==> config.mk <==
export PLATFORM = sky130hd
export DESIGN_NAME = collatz_main
export DESIGN_NICKNAME = d
export VERILOG_FILES = /design/src/rtl/collatz_pkg.sv /design/src/rtl/collatz_step.sv /design/src/rtl/collatz_main.sv
export SDC_FILE = /design/constraint.sdc
export NUM_CORES = 1
export LEC_CHECK = 0
export BUFFER_PORTS_ARGS = -buffer_cell sky130_fd_sc_hd__buf_2
export CORE_ASPECT_RATIO = 0.75
export CORE_UTILIZATION = 26
export CTS_CLUSTER_SIZE = 40
export DETAILED_ROUTE_END_ITERATION = 6
export GPL_ROUTABILITY_DRIVEN = 0
export MAX_ROUTING_LAYER = met4
export PLACE_DENSITY = 0.42
export SYNTH_ARGS = -nofsm -noshare
export SYNTH_HDL_FRONTEND = slang
export SYNTH_HIERARCHICAL = 1
export SYNTH_SLANG_ARGS = --single-unit
==> constraint.sdc <==
create_clock -name clk -period 4.9 [get_ports clk]
set_clock_uncertainty 0.05 [all_clocks]
set_input_delay 0.98 -clock clk [delete_from_list [all_inputs] [get_ports clk]]
set_output_delay 0.98 -clock clk [all_outputs]
set_load 0.01 [all_outputs]
==> src/rtl/collatz_pkg.sv <==
// ============================================================================
// collatz_pkg : shared state encoding and constants for the Collatz engine
// Rev 1.0     : initial release
// ============================================================================
`default_nettype none

package collatz_pkg;

    localparam int c_DEFAULT_WIDTH = 16;
    localparam int c_TERMINAL      = 1;

    typedef enum logic [0:0] {
        IDLE = 1'b0,
        RUN  = 1'b1
    } state_e;

endpackage : collatz_pkg

`default_nettype wire

==> src/rtl/collatz_step.sv <==
// ============================================================================
// collatz_step : combinational single Collatz step with overflow detection
// Rev 1.0      : initial release
// ============================================================================
`default_nettype none

module collatz_step
    import collatz_pkg::*;
#(
    parameter int WIDTH = c_DEFAULT_WIDTH
) (
    input  logic [WIDTH-1:0] x_i,
    output logic [WIDTH-1:0] next_x_o,
    output logic             is_terminal_o,
    output logic             step_ovf_o
);

    // 3x+1 carried at WIDTH+2 bits so the overflow shows up in the top two bits
    logic [WIDTH+1:0] w_3x1;

    assign w_3x1         = {1'b0, x_i, 1'b0} + {2'b00, x_i} + (WIDTH+2)'(1);
    assign is_terminal_o = (x_i <= WIDTH'(c_TERMINAL));
    assign step_ovf_o    = x_i[0] & (|w_3x1[WIDTH+1:WIDTH]);
    assign next_x_o      = x_i[0] ? w_3x1[WIDTH-1:0] : (x_i >> 1);

endmodule : collatz_step

`default_nettype wire

==> src/rtl/collatz_main.sv <==
// ============================================================================
// collatz_main : iterative Collatz (3n+1) engine, one step per clock
// Optional step counter output enabled by COLLATZ_STEPS_EN
// Rev 1.0      : initial release
// ============================================================================
`default_nettype none

module collatz_main
    import collatz_pkg::*;
#(
    parameter int WIDTH = c_DEFAULT_WIDTH
) (
    input  logic             clk,
    input  logic             rst,
    input  logic             st,
    input  logic [WIDTH-1:0] co,
    output logic             bs,
    output logic [WIDTH-1:0] x,
    output logic             ovf
`ifdef COLLATZ_STEPS_EN
    ,
    output logic [WIDTH-1:0] steps
`endif
);

    state_e           state_q, state_d;
    logic [WIDTH-1:0] x_q, x_d;
    logic             bs_q, bs_d;
    logic             ovf_q, ovf_d;

    logic [WIDTH-1:0] w_next_x;
    logic             w_is_terminal;
    logic             w_step_ovf;

    collatz_step #(
        .WIDTH (WIDTH)
    ) u_step (
        .x_i           (x_q),
        .next_x_o      (w_next_x),
        .is_terminal_o (w_is_terminal),
        .step_ovf_o    (w_step_ovf)
    );

    always_ff @(posedge clk or posedge rst) begin
        if (rst) begin
            state_q <= IDLE;
            x_q     <= '0;
            bs_q    <= 1'b0;
            ovf_q   <= 1'b0;
        end else begin
            state_q <= state_d;
            x_q     <= x_d;
            bs_q    <= bs_d;
            ovf_q   <= ovf_d;
        end
    end

    always_comb begin
        state_d = state_q;
        x_d     = x_q;
        bs_d    = bs_q;
        ovf_d   = ovf_q;
        unique case (state_q)
            IDLE: begin
                if (st) begin
                    x_d     = co;
                    ovf_d   = 1'b0;
                    bs_d    = 1'b1;
                    state_d = RUN;
                end
            end
            RUN: begin
                if (w_is_terminal) begin
                    bs_d    = 1'b0;
                    state_d = IDLE;
                end else if (w_step_ovf) begin
                    // abort with x left at the last value that fit
                    ovf_d   = 1'b1;
                    bs_d    = 1'b0;
                    state_d = IDLE;
                end else begin
                    x_d = w_next_x;
                end
            end
            default: state_d = IDLE;
        endcase
    end

`ifdef COLLATZ_STEPS_EN
    logic [WIDTH-1:0] steps_q, steps_d;

    always_ff @(posedge clk or posedge rst) begin
        if (rst) begin
            steps_q <= '0;
        end else begin
            steps_q <= steps_d;
        end
    end

    // counts only the steps actually written to x; saturates instead of wrapping
    always_comb begin
        steps_d = steps_q;
        if (state_q == IDLE) begin
            if (st) begin
                steps_d = '0;
            end
        end else if (!w_is_terminal && !w_step_ovf && (steps_q != '1)) begin
            steps_d = steps_q + WIDTH'(1);
        end
    end

    assign steps = steps_q;
`endif

    assign bs  = bs_q;
    assign x   = x_q;
    assign ovf = ovf_q;

endmodule : collatz_main

`default_nettype wire

==> summary.txt <==
Post-Place Setup Slack -> 1.316 ns
cell taking the most area after synthesis -> dfrtp_1
Max-Cap Viols -> 0
PostCTS Resize Cnt -> 0
Arr. time, crit path -> 3.70 ns
CP Data Required Time -> 5.00 ns
Die Ht -> 83.78 um
clock-pin slew on the worst setup and hold paths -> 0.06 ns
I/O Pins -> 37
CTS Sinks -> 19
vias in the first global route -> 2039
Clock Tree Buf Depth -> 2
Setup CP Type -> reg2reg
Yosys warning count -> 6
all-layer global routing usage -> 15.31%
unrepaired setup endpoints after global routing -> false
count of different cell masters after synthesis -> 50
routed wire length -> 6.730 mm
syn_nets -> 333
DRC violations left -> 2
leading cell type in the layout, fill and taps excluded -> inv_1
nets@finish -> 359
CTS Hold Bufs -> 0
actual slew at the worst max-slew pin -> 0.7817 ns
Seq/Total Area, Yosys -> 20.51%
failing checks -> design-rule violations
Most used DFF post-synth -> dfrtp_1
min Tclk post-route -> 3.599 ns
cell with the largest stage delay on the worst path -> or3b_1
antenna violations before repair -> 0
Avg Cell Area, Syn -> 8.164 um^2
HPWL Detailed -> 5.223 mm
Fill cells -> 951
TritonRoute pass-1 iters -> 7
most frequent cells in the layout -> 40 x inv_1, 36 x buf_2, 29 x ha_1
synthesized flop and latch total -> 19
root buffer cell -> clkbuf_16
# setup viols final -> 0
antenna cells -> 0
layout cell share with drive strength beyond 1 -> 16.83%
setup tns final -> 0 ns
DRT antenna net count -> 0
crit-path cells -> buf_4 -> inv_2 -> ha_1 -> nand4_1 -> o211ai_1 -> a31oi_1 -> o21bai_1 -> a21oi_1 -> a21oi_1 -> buf_4 -> or3b_1 -> a311oi_1
Tcrit/Tclk final -> 73.45%
Crit path largest cell delay -> 0.70 ns
first-pass GRT wire length -> 11.07 mm
status -> finished with violations
H-tree depth -> 1
startpoint types -> flip-flop
Layout area overhead -> 13.38%
1st-iter DRT viols -> 118
vias per cell -> 5.060
crit end category -> flip-flop
die area -> 0.009303 mm^2
wire per inst -> 16.14 um
share of synthesized flip-flops with an asynchronous set or reset -> 100.0%
storage element area -> 475.5 um^2
clock buffer count from CTS -> 3
maximum clock rate -> 277.9 MHz
Final Core Density -> 30.70%
Slew Viols, Final -> 0
EDFF count, synth -> 0
CP max FO -> 19
top cells by area, synth -> dfrtp_1 21%, ha_1 16%, inv_1 6.5%, a311oi_1 6.0%, nor4b_1 6.0%
core area -> 0.008563 mm^2
Fin. Hold Viols -> 0
Mapped Area -> 0.002318 mm^2
clk_lat worst skew -> 0.25 ns
global route total overflow -> 0
worst reg-to-reg setup slack -> 1.30 ns
max-slew headroom at the worst pin -> 47.83%
area occupied by multi-input gates -> 0.001582 mm^2
routed vias -> 2110
worst min path class -> reg2reg
final worst slack -> 1.301 ns
Die X -> 111.0 um
Initial Util -> 27.07%
Post-Synthesis Cells -> 284
TritonCTS clock tree -> yes
largest net degree at the start of global routing -> 30
Rows -> 29
PortBufs -> 36
post-CTS setup buffers -> 0
top-area cell type share of the netlist area -> 20.51%
==> worst paths after layout <==
path                       start  cells past startpoint    end
max                         x[0]                     12  x[13]
min                          ovf                      1    ovf
max reg2reg                 x[0]                     12  x[13]
min reg2reg                  ovf                      1    ovf
max in group asynchronous    rst                      2   x[8]
min in group asynchronous    rst                      2     bs
==> per-stage QoR <==
stage               instance area [um^2]  std cells  hold slack [ns]
floorplan                           2318        284           0.4824
global placement                    2549        413           0.4551
detailed placement                  2549        413           0.4394
CTS                                 2629        417           0.4664
global route                        2629        417           0.4788
finish                              2629        417           0.4564
==> logic make-up (layout without fill, tap and decap cells) <==
logic type	after synthesis	in the layout	synth area share [%]
flops	19	19	20.51
simple gates	84	84	21.91
mux	5	5	2.159
compound gates	79	79	24.61
fa+ha+maj	30	30	16.51
xor+xnor	8	8	3.022
buf+inv	59	84	11.28
==> cells in the mapped netlist (3+ instances only) <==
cell type  number
nor2_1          8
nor3_1          3
inv_1          40
nand4_1         4
o21ai_1        10
nand2_1        21
dfrtp_1        19
a21o_1          3
and3_1          4
nand3_1         4
xnor2_1         6
buf_6           3
o21a_1          3
nor3b_1        17
mux2i_1         5
a21oi_1        13
a31oi_1         3
clkbuf_1        8
buf_2           5
o21ai_0         8
a21oi_2         3
ha_1           29
a311oi_1       16
nor4b_1        16
==> state kept, by name, summed over array words and instances, names as in the netlist <==
| name | cells |
|---|---|
| ovf | 1 |
| bs | 1 |
| x | 16 |
| state_q | 1 |
==> worst max-delay path: cells and delay by family, from the launching register on <==
family                   cells  cell delay [ns]
flip-flops                   1             0.50
buffers and inverters        3             0.67
AND/OR/NAND/NOR              2             0.81
adder cells (fa/ha/maj)      1             0.32
AO/OA/AOI/OAI                6             1.12
==> routing by layer <==
| metal | vias up | track usage [%] | share of wire [%] |
|---|---|---|---|
| met2 | 28 | 20.53 | 39 |
| met4 | 0 | 2.948 | 0.33 |
| met3 | 2 | 1.162 | 2.8 |
| li1 | 1078 | - | - |
| met1 | 1002 | 24.41 | 58 |
| met5 | - | - | 0 |
==> final cells by class <==
cell class / instances / share of cell area (%)
tap: 108 / 5.140
multi-input combinational: 206 / 60.16
clock buffer: 3 / 2.856
timing repair buffer: 39 / 7.711
clock inverter: 1 / 0.1904
inverter: 41 / 5.854
sequential: 19 / 18.09
Power is left out: the tool's default activity adds up to more than one toggle a clock period on the data nets, which glitch-free logic cannot reach.
